File: src/rtl/hazard_sequencer_pkg.sv
// Shared control definitions for the pipeline hazard sequencer:
// FSM states, forwarding-select encodings and the load result-select value.
package hazard_sequencer_pkg;

   typedef enum logic [1:0] {
      FILL     = 2'd0,
      RUN      = 2'd1,
      MEM_WAIT = 2'd2
   } state_t;

   localparam logic [1:0] FWD_REGFILE     = 2'b00;
   localparam logic [1:0] FWD_WB          = 2'b01;
   localparam logic [1:0] FWD_MEM         = 2'b10;
   localparam logic [1:0] RESULT_SRC_LOAD = 2'b01;

   // A producer register matches a consumer only when it is not x0.
   function automatic logic reg_match(input logic [4:0] producer, input logic [4:0] consumer);
      return (producer != 5'd0) && (producer == consumer);
   endfunction

endpackage

File: src/rtl/hazard_sequencer_if.sv
// Pipeline <-> hazard sequencer bundle. The pipeline side is the master,
// the sequencer is the slave; o_state is a debug view of the FSM.
interface hazard_sequencer_if;
   import hazard_sequencer_pkg::*;

   logic [4:0] i_d_rs1;
   logic [4:0] i_d_rs2;
   logic [4:0] i_e_rs1;
   logic [4:0] i_e_rs2;
   logic [4:0] i_e_rd;
   logic [4:0] i_m_rd;
   logic [4:0] i_w_rd;
   logic       i_m_en_regfile_write;
   logic       i_w_en_regfile_write;
   logic [1:0] i_e_mux_final_result_src;
   logic       i_pc_src;
   // Memory handshake: i_m_mem_req is held high while the mem stage owns a
   // load/store; i_mem_ack pulses high in the cycle the access completes.
   // A request with ack in the same cycle completes without stalling.
   logic       i_m_mem_req;
   logic       i_mem_ack;

   logic       o_f_stall;
   logic       o_d_stall;
   logic       o_e_stall;
   logic       o_m_stall;
   logic       o_fd_clr;
   logic       o_de_clr;
   logic       o_w_bubble;
   logic [1:0] o_fwd_a;
   logic [1:0] o_fwd_b;
   logic       o_mem_timeout;
   logic [15:0] o_stall_count;
   state_t     o_state;

   modport master (
      output i_d_rs1, i_d_rs2, i_e_rs1, i_e_rs2, i_e_rd, i_m_rd, i_w_rd,
             i_m_en_regfile_write, i_w_en_regfile_write,
             i_e_mux_final_result_src, i_pc_src, i_m_mem_req, i_mem_ack,
      input  o_f_stall, o_d_stall, o_e_stall, o_m_stall, o_fd_clr, o_de_clr,
             o_w_bubble, o_fwd_a, o_fwd_b, o_mem_timeout, o_stall_count, o_state
   );

   modport slave (
      input  i_d_rs1, i_d_rs2, i_e_rs1, i_e_rs2, i_e_rd, i_m_rd, i_w_rd,
             i_m_en_regfile_write, i_w_en_regfile_write,
             i_e_mux_final_result_src, i_pc_src, i_m_mem_req, i_mem_ack,
      output o_f_stall, o_d_stall, o_e_stall, o_m_stall, o_fd_clr, o_de_clr,
             o_w_bubble, o_fwd_a, o_fwd_b, o_mem_timeout, o_stall_count, o_state
   );

endinterface

File: src/rtl/hazard_sequencer_forward_unit.sv
// Combinational operand forwarding for the exec stage; mem beats writeback.
module forward_unit
   import hazard_sequencer_pkg::*;
(
   input  logic       en,
   input  logic [4:0] e_rs1,
   input  logic [4:0] e_rs2,
   input  logic [4:0] m_rd,
   input  logic [4:0] w_rd,
   input  logic       m_we,
   input  logic       w_we,
   output logic [1:0] fwd_a,
   output logic [1:0] fwd_b
);

   function automatic logic [1:0] pick(input logic [4:0] rs, input logic [4:0] mrd,
                                       input logic mwe, input logic [4:0] wrd,
                                       input logic wwe);
      if (mwe && reg_match(mrd, rs))
         return FWD_MEM;
      else if (wwe && reg_match(wrd, rs))
         return FWD_WB;
      else
         return FWD_REGFILE;
   endfunction

   always_comb begin
      fwd_a = FWD_REGFILE;
      fwd_b = FWD_REGFILE;
      if (en) begin
         fwd_a = pick(e_rs1, m_rd, m_we, w_rd, w_we);
         fwd_b = pick(e_rs2, m_rd, m_we, w_rd, w_we);
      end
   end

endmodule

File: src/rtl/hazard_sequencer.sv
// Hazard sequencer: pipeline fill, load-use stall, branch flush, memory wait
// with sticky timeout, and a saturating stall-cycle counter.
module hazard_sequencer
   import hazard_sequencer_pkg::*;
#(
   parameter int TIMEOUT = 15
) (
   input logic         i_clk,
   input logic         i_rst,
   hazard_sequencer_if.slave bus
);

   localparam logic [3:0] TIMEOUT_CNT = 4'(TIMEOUT);

   state_t      state;
   logic [1:0]  fill_cnt;
   logic [3:0]  wait_cnt;
   logic        mem_timeout;
   logic [15:0] stall_count;

   logic load_use;
   logic in_run;
   logic in_wait;
   logic in_fill;
   logic f_stall;
   logic d_stall;
   logic fd_clr;
   logic de_clr;

   assign in_run  = i_rst && (state == RUN);
   assign in_wait = i_rst && (state == MEM_WAIT);
   assign in_fill = state == FILL;

   assign load_use = (bus.i_e_mux_final_result_src == RESULT_SRC_LOAD) &&
                     (reg_match(bus.i_e_rd, bus.i_d_rs1) || reg_match(bus.i_e_rd, bus.i_d_rs2));

   // A taken branch squashes the instruction that would otherwise stall.
   assign f_stall = in_wait || (in_run && load_use && !bus.i_pc_src);
   assign d_stall = f_stall;
   assign fd_clr  = !i_rst || in_fill || (in_run && bus.i_pc_src);
   assign de_clr  = !i_rst || in_fill || (in_run && (bus.i_pc_src || load_use));

   assign bus.o_f_stall     = f_stall;
   assign bus.o_d_stall     = d_stall;
   assign bus.o_e_stall     = in_wait;
   assign bus.o_m_stall     = in_wait;
   assign bus.o_w_bubble    = in_wait;
   assign bus.o_fd_clr      = fd_clr;
   assign bus.o_de_clr      = de_clr;
   assign bus.o_mem_timeout = mem_timeout;
   assign bus.o_stall_count = stall_count;
   assign bus.o_state       = state;

   forward_unit u_forward_unit (
      .en    (i_rst),
      .e_rs1 (bus.i_e_rs1),
      .e_rs2 (bus.i_e_rs2),
      .m_rd  (bus.i_m_rd),
      .w_rd  (bus.i_w_rd),
      .m_we  (bus.i_m_en_regfile_write),
      .w_we  (bus.i_w_en_regfile_write),
      .fwd_a (bus.o_fwd_a),
      .fwd_b (bus.o_fwd_b)
   );

   always_ff @(posedge i_clk) begin
      if (!i_rst) begin
         state       <= FILL;
         fill_cnt    <= 2'd0;
         wait_cnt    <= 4'd0;
         mem_timeout <= 1'b0;
         stall_count <= 16'd0;
      end else begin
         if (f_stall && (stall_count != 16'hFFFF))
            stall_count <= stall_count + 16'd1;
         case (state)
            FILL: begin
               fill_cnt <= fill_cnt + 2'd1;
               if (fill_cnt == 2'd1) begin
                  state    <= RUN;
                  fill_cnt <= 2'd0;
               end
            end
            RUN: begin
               if (bus.i_m_mem_req && !bus.i_mem_ack) begin
                  state    <= MEM_WAIT;
                  wait_cnt <= 4'd0;
               end
            end
            MEM_WAIT: begin
               // Counter freezes at TIMEOUT; the flag stays until reset.
               if (wait_cnt != TIMEOUT_CNT) begin
                  wait_cnt <= wait_cnt + 4'd1;
                  if ((wait_cnt + 4'd1) == TIMEOUT_CNT)
                     mem_timeout <= 1'b1;
               end
               if (bus.i_mem_ack)
                  state <= RUN;
            end
            default: state <= FILL;
         endcase
      end
   end

endmodule

File: src/flat_wrapper.sv
// flat-port wrapper written by rule: the top's interface ports become plain ports
module hazard_sequencer_flat import hazard_sequencer_pkg::*;
#(
   parameter int TIMEOUT = 15
)
  (i_clk, i_rst, bus_i_d_rs1, bus_i_d_rs2, bus_i_e_rs1, bus_i_e_rs2, bus_i_e_rd, bus_i_m_rd, bus_i_w_rd, bus_i_m_en_regfile_write, bus_i_w_en_regfile_write, bus_i_e_mux_final_result_src, bus_i_pc_src, bus_i_m_mem_req, bus_i_mem_ack, bus_o_f_stall, bus_o_d_stall, bus_o_e_stall, bus_o_m_stall, bus_o_fd_clr, bus_o_de_clr, bus_o_w_bubble, bus_o_fwd_a, bus_o_fwd_b, bus_o_mem_timeout, bus_o_stall_count, bus_o_state);
  hazard_sequencer_if bus_i ();
  input logic i_clk;
  input logic i_rst;
  input wire logic [$bits(bus_i.i_d_rs1)-1:0] bus_i_d_rs1;
  input wire logic [$bits(bus_i.i_d_rs2)-1:0] bus_i_d_rs2;
  input wire logic [$bits(bus_i.i_e_rs1)-1:0] bus_i_e_rs1;
  input wire logic [$bits(bus_i.i_e_rs2)-1:0] bus_i_e_rs2;
  input wire logic [$bits(bus_i.i_e_rd)-1:0] bus_i_e_rd;
  input wire logic [$bits(bus_i.i_m_rd)-1:0] bus_i_m_rd;
  input wire logic [$bits(bus_i.i_w_rd)-1:0] bus_i_w_rd;
  input wire logic [$bits(bus_i.i_m_en_regfile_write)-1:0] bus_i_m_en_regfile_write;
  input wire logic [$bits(bus_i.i_w_en_regfile_write)-1:0] bus_i_w_en_regfile_write;
  input wire logic [$bits(bus_i.i_e_mux_final_result_src)-1:0] bus_i_e_mux_final_result_src;
  input wire logic [$bits(bus_i.i_pc_src)-1:0] bus_i_pc_src;
  input wire logic [$bits(bus_i.i_m_mem_req)-1:0] bus_i_m_mem_req;
  input wire logic [$bits(bus_i.i_mem_ack)-1:0] bus_i_mem_ack;
  output wire logic [$bits(bus_i.o_f_stall)-1:0] bus_o_f_stall;
  output wire logic [$bits(bus_i.o_d_stall)-1:0] bus_o_d_stall;
  output wire logic [$bits(bus_i.o_e_stall)-1:0] bus_o_e_stall;
  output wire logic [$bits(bus_i.o_m_stall)-1:0] bus_o_m_stall;
  output wire logic [$bits(bus_i.o_fd_clr)-1:0] bus_o_fd_clr;
  output wire logic [$bits(bus_i.o_de_clr)-1:0] bus_o_de_clr;
  output wire logic [$bits(bus_i.o_w_bubble)-1:0] bus_o_w_bubble;
  output wire logic [$bits(bus_i.o_fwd_a)-1:0] bus_o_fwd_a;
  output wire logic [$bits(bus_i.o_fwd_b)-1:0] bus_o_fwd_b;
  output wire logic [$bits(bus_i.o_mem_timeout)-1:0] bus_o_mem_timeout;
  output wire logic [$bits(bus_i.o_stall_count)-1:0] bus_o_stall_count;
  output wire logic [$bits(bus_i.o_state)-1:0] bus_o_state;
  assign bus_i.i_d_rs1 = bus_i_d_rs1;
  assign bus_i.i_d_rs2 = bus_i_d_rs2;
  assign bus_i.i_e_rs1 = bus_i_e_rs1;
  assign bus_i.i_e_rs2 = bus_i_e_rs2;
  assign bus_i.i_e_rd = bus_i_e_rd;
  assign bus_i.i_m_rd = bus_i_m_rd;
  assign bus_i.i_w_rd = bus_i_w_rd;
  assign bus_i.i_m_en_regfile_write = bus_i_m_en_regfile_write;
  assign bus_i.i_w_en_regfile_write = bus_i_w_en_regfile_write;
  assign bus_i.i_e_mux_final_result_src = bus_i_e_mux_final_result_src;
  assign bus_i.i_pc_src = bus_i_pc_src;
  assign bus_i.i_m_mem_req = bus_i_m_mem_req;
  assign bus_i.i_mem_ack = bus_i_mem_ack;
  assign bus_o_f_stall = bus_i.o_f_stall;
  assign bus_o_d_stall = bus_i.o_d_stall;
  assign bus_o_e_stall = bus_i.o_e_stall;
  assign bus_o_m_stall = bus_i.o_m_stall;
  assign bus_o_fd_clr = bus_i.o_fd_clr;
  assign bus_o_de_clr = bus_i.o_de_clr;
  assign bus_o_w_bubble = bus_i.o_w_bubble;
  assign bus_o_fwd_a = bus_i.o_fwd_a;
  assign bus_o_fwd_b = bus_i.o_fwd_b;
  assign bus_o_mem_timeout = bus_i.o_mem_timeout;
  assign bus_o_stall_count = bus_i.o_stall_count;
  assign bus_o_state = bus_i.o_state;
  hazard_sequencer #(.TIMEOUT(TIMEOUT)) u_core (.i_clk(i_clk), .i_rst(i_rst), .bus(bus_i));
endmodule
File: config.mk
export PLATFORM = sky130hd
export DESIGN_NAME = hazard_sequencer_flat
export DESIGN_NICKNAME = d
export VERILOG_FILES = /design/src/rtl/hazard_sequencer_pkg.sv /design/src/rtl/hazard_sequencer_if.sv /design/src/rtl/hazard_sequencer_forward_unit.sv /design/src/rtl/hazard_sequencer.sv /design/src/flat_wrapper.sv
export SDC_FILE = /design/constraint.sdc
export NUM_CORES = 1
export LEC_CHECK = 0
export CAP_MARGIN = 40
export CORE_AREA = 2 2 65 67
export DETAILED_ROUTE_END_ITERATION = 10
export DIE_AREA = 0 0 67 69
export PLACE_DENSITY = 0.9
export SYNTH_ARGS = -nofsm -noshare
export SYNTH_HDL_FRONTEND = slang
export SYNTH_HIERARCHICAL = 1
export SYNTH_SLANG_ARGS = --single-unit
File: constraint.sdc
create_clock -name i_clk -period 3.2 [get_ports i_clk]
set_input_delay 0.64 -clock i_clk [delete_from_list [all_inputs] [get_ports i_clk]]
set_output_delay 0.64 -clock i_clk [all_outputs]
set_load 0.02 [all_outputs]
==> qor.csv <==
stage;metric;value;unit
run_status;status;finished, final reports clean;
yosys;Adder-Cell Fraction of Synth Area;0.0214;
yosys;Post-Synth Simple-Gate Area;0.296;
setup_path;cell repeated most along the worst path;clkdlybuf4s50_1;
pwr;Leak Pwr;0.000966;uW
setup_path;Worst EP required;2.56;ns
floorplan;Initial Util;0.449;
sta;Tmin final;3.12;ns
route;Antenna Violating Nets Remaining;0;
setup_path;crit-path cells;clkdlybuf4s50_1, buf_4, xnor2_1, nand2_1, o22ai_2, a21o_1, clkdlybuf4s50_1;
setup_path;CP Launch Type;primary input;
sta;final hold violations;0;
global_route;All-Layer GR Usage;0.200;
setup_path;CP endpoint kind;output pin;
global_route;GRT overflow;0;
cts;hold buffers post-CTS;0;
route;Via Count;1829;
yosys;register area share after synthesis;0.285;
place;Post-DP Area;2550;um2
cts;CTS H-tree lvls;1;
sta;RSZ-0062 raised after global routing;false;
cells_and_area;fin area;2630;um2
sta;worst slew pin tran;0.772;ns
pwr;peak supply drop;0.000133;V
hold_path;Worst Hold Class;flip-flop to flip-flop;
cells_and_area;filler instances;337;
route;DRT iter0 DRCs;46;
run;Max Cap Viol;0;
sta;Worst slew margin;0.484;
setup_path;CP Max Fanout;3;
yosys;main combinational cell family by area after synthesis;simple AND/OR/NAND/NOR gates;
sta;final hold slack;0.438;ns
yosys;mapped cell area;1760;um2
cts;clk sinks;25;
sta;clk_skew;0.00235;ns
yosys;Post-Synth XOR/XNOR Area;0.165;
floorplan;Die Ht;69;um
yosys;post-synthesis mux area share;0.0570;
setup_path;CP peak stage delay;0.60;ns
sta;Fmax achieved;321;MHz
cts;CTS root buf;clkbuf_8;
cells_and_area;Layout Nets;338;
route;final WL;4600;um
global_route;initial antenna violation count;0;
setup_path;Crit path max-delay family;buffers and inverters;
yosys;post-synthesis async set-or-reset flop share;0;
place;# port buffers;73;
floorplan;core area;3910;um2
global_route;first-pass GRT wire length;7400;um
floorplan;Rows;23;
cells_and_area;post-layout util;0.671;
place;post-detail-place hpwl;3720;um
yosys;ys flop type;dfxtp_1;
yosys;Syn Inst Count;212;
floorplan;Die ar.;4620;um2
route;DRC viols;0;
cts;Worst-Skew Late Latency;0.27;ns
cts;Clock Pin Slew Worst Setup and Hold Paths;0.08;ns
setup_path;critical path's slowest cell;clkdlybuf4s50_1;
sta;Slew Limit Fails;0;
yosys;Yosys warnings;6;
cts;Post-CTS Setup Bufs;0;
global_route;vias in the first global route;1806;
place;gp weighted congestion;0.781;
yosys;post-synthesis compound-gate area fraction;0.119;
cells_and_area;register area;500;um2
setup_path;critical path class;primary input to output pin;
route;Initial DRT Pass Iterations;4;
route;DR vias/cell;5.38;
cells_and_area;area grow syn2layout;49.5;%
floorplan;IO Pins;74;
cts;Num CTS Buffers;3;
yosys;Post-Syn Nets;259;
cells_and_area;layout cells sized above 1;0.0862;
global_route;largest net degree at the start of global routing;22;
sta;final setup fails;0;
cells_and_area;# diodes;0;
yosys;Avg Inst Size Synth;8.28;um2
cts;TritonCTS clock tree;yes;
yosys;Post-synth EDFFs;0;
setup_path;worst path buffer plus inverter count;3;
floorplan;chip width;67;um
route;post-DR wirelength/cell;13.5;um
cts;post_cts resized;5;
sta;Final Cycle Share;0.974;
cells_and_area;area of the multi-input gates;1170;um2
setup_path;WP data arrival;2.48;ns
cts;Bufs on Longest Clock Path;2;
yosys;#FFs+latches synth;25;
yosys;Netlist cell types;44;
pwr;power density over cell area;276;nW/um2
stage by stage:
| step | TNS (ns) | instances | setup WS, ns | total power [uW] |
|---|---|---|---|---|
| after CTS | 0 | 340 | 0.00849 | 731 |
| after global routing | 0 | 340 | 0.000658 | 764 |
| after global placement | -0.0588 | 336 | -0.0342 | 540 |
| after detailed placement | -0.183 | 336 | -0.0996 | 547 |
| final | 0 | 340 | 0.0840 | 725 |
| after floorplan | 0 | 212 | 0.663 | 439 |
synth_stat cells, drive strengths merged (2+ instances only):
| master | number | share of area |
|---|---|---|
| nor2b | 4 | 0.014 |
| or4 | 5 | 0.021 |
| ha | 3 | 0.021 |
| o21ai | 7 | 0.020 |
| and2 | 2 | 0.0071 |
| nand4 | 7 | 0.025 |
| nor2 | 12 | 0.027 |
| nand2 | 19 | 0.041 |
| nand3 | 7 | 0.020 |
| buf | 9 | 0.042 |
| inv | 6 | 0.013 |
| or3 | 3 | 0.011 |
| nor3b | 2 | 0.0086 |
| nand3b | 2 | 0.0086 |
| o31ai | 2 | 0.0086 |
| a21oi | 14 | 0.042 |
| nor3 | 7 | 0.026 |
| xnor2 | 21 | 0.10 |
| dfxtp | 25 | 0.29 |
| mux2i | 10 | 0.057 |
| nor4 | 10 | 0.036 |
| xor2 | 12 | 0.060 |
| nand2b | 6 | 0.021 |
| a31oi | 2 | 0.0071 |
metal layers:
| metal | GRT usage | wire (um) | share of wire |
|---|---|---|---|
| met1 | 0.204 | 1740 | 0.38 |
| met2 | 0.367 | 2320 | 0.50 |
| met3 | 0.0587 | 457 | 0.099 |
| met4 | 0.0771 | 86 | 0.019 |
| met5 | 0 | 0 | 0 |
power by group:
part | leakage, uW | internal [uW] | switching (uW) | total [uW]
Clock | 0.0000228 | 89.1 | 95.4 | 184
Combinational | 0.000741 | 117 | 90.3 | 207
Sequential | 0.000202 | 321 | 12.6 | 333
Total | 0.000966 | 527 | 198 | 725
cells in the final DEF (no fill, tap or decap), drive strengths merged, types with 2 or more instances in the layout:
master / n
and2: 2
a21oi: 14
nor4: 10
dfxtp: 25
a31oi: 2
o31ai: 2
ha: 3
nand3b: 2
xor2: 12
clkbuf: 4
nand4: 7
or4: 5
nand3: 7
nand2b: 6
nor2: 12
or3: 3
o21ai: 7
mux2i: 10
xnor2: 21
buf: 11
dlymetal6s2s: 4
nor2b: 4
nor3b: 2
nand2: 19
dlygate4sd2: 2
nor3: 7
clkdlybuf4s50: 67
inv: 6
flip-flops by register name, indices dropped and copies added (netlist names):
name	count
u_core/bus.o_stall_count	16
u_core/bus.o_state	2
u_core/wait_cnt	4
u_core/fill_cnt	2
u_core/bus.o_mem_timeout	1
kinds of logic after synthesis:
| family | after synthesis |
|---|---|
| compound gates | 33 |
| xor+xnor | 33 |
| fa+ha+maj | 3 |
| buf+inv | 16 |
| flops | 25 |
| mux | 10 |
| simple gates | 92 |
path summary, 6_finish.rpt:
check	cells after the start	slack (ns)	to	startpoint
setup / recovery	7	0.08	bus_o_de_clr	bus_i_e_rd[3]
setup reg to reg	6	0.98	u_core/bus.o_stall_count[8]	u_core/bus.o_stall_count[2]
hold reg to reg	2	0.44	u_core/fill_cnt[1]	u_core/fill_cnt[1]
hold / removal	2	0.44	u_core/fill_cnt[1]	u_core/fill_cnt[1]
tightest hold or removal path, cell delays in order (launching register included):
cell     delay [ns]
dfxtp_1        0.32
nand2_1        0.05
a21oi_1        0.03
area by class of cell:
class,count,area share
inverter,6,0.00858
tap,50,0.0238
timing repair buffer,84,0.313
multi-input combinational,171,0.447
sequential,25,0.191
clock buffer,4,0.0172
No activity file was read; power rests on OpenSTA's default activity.
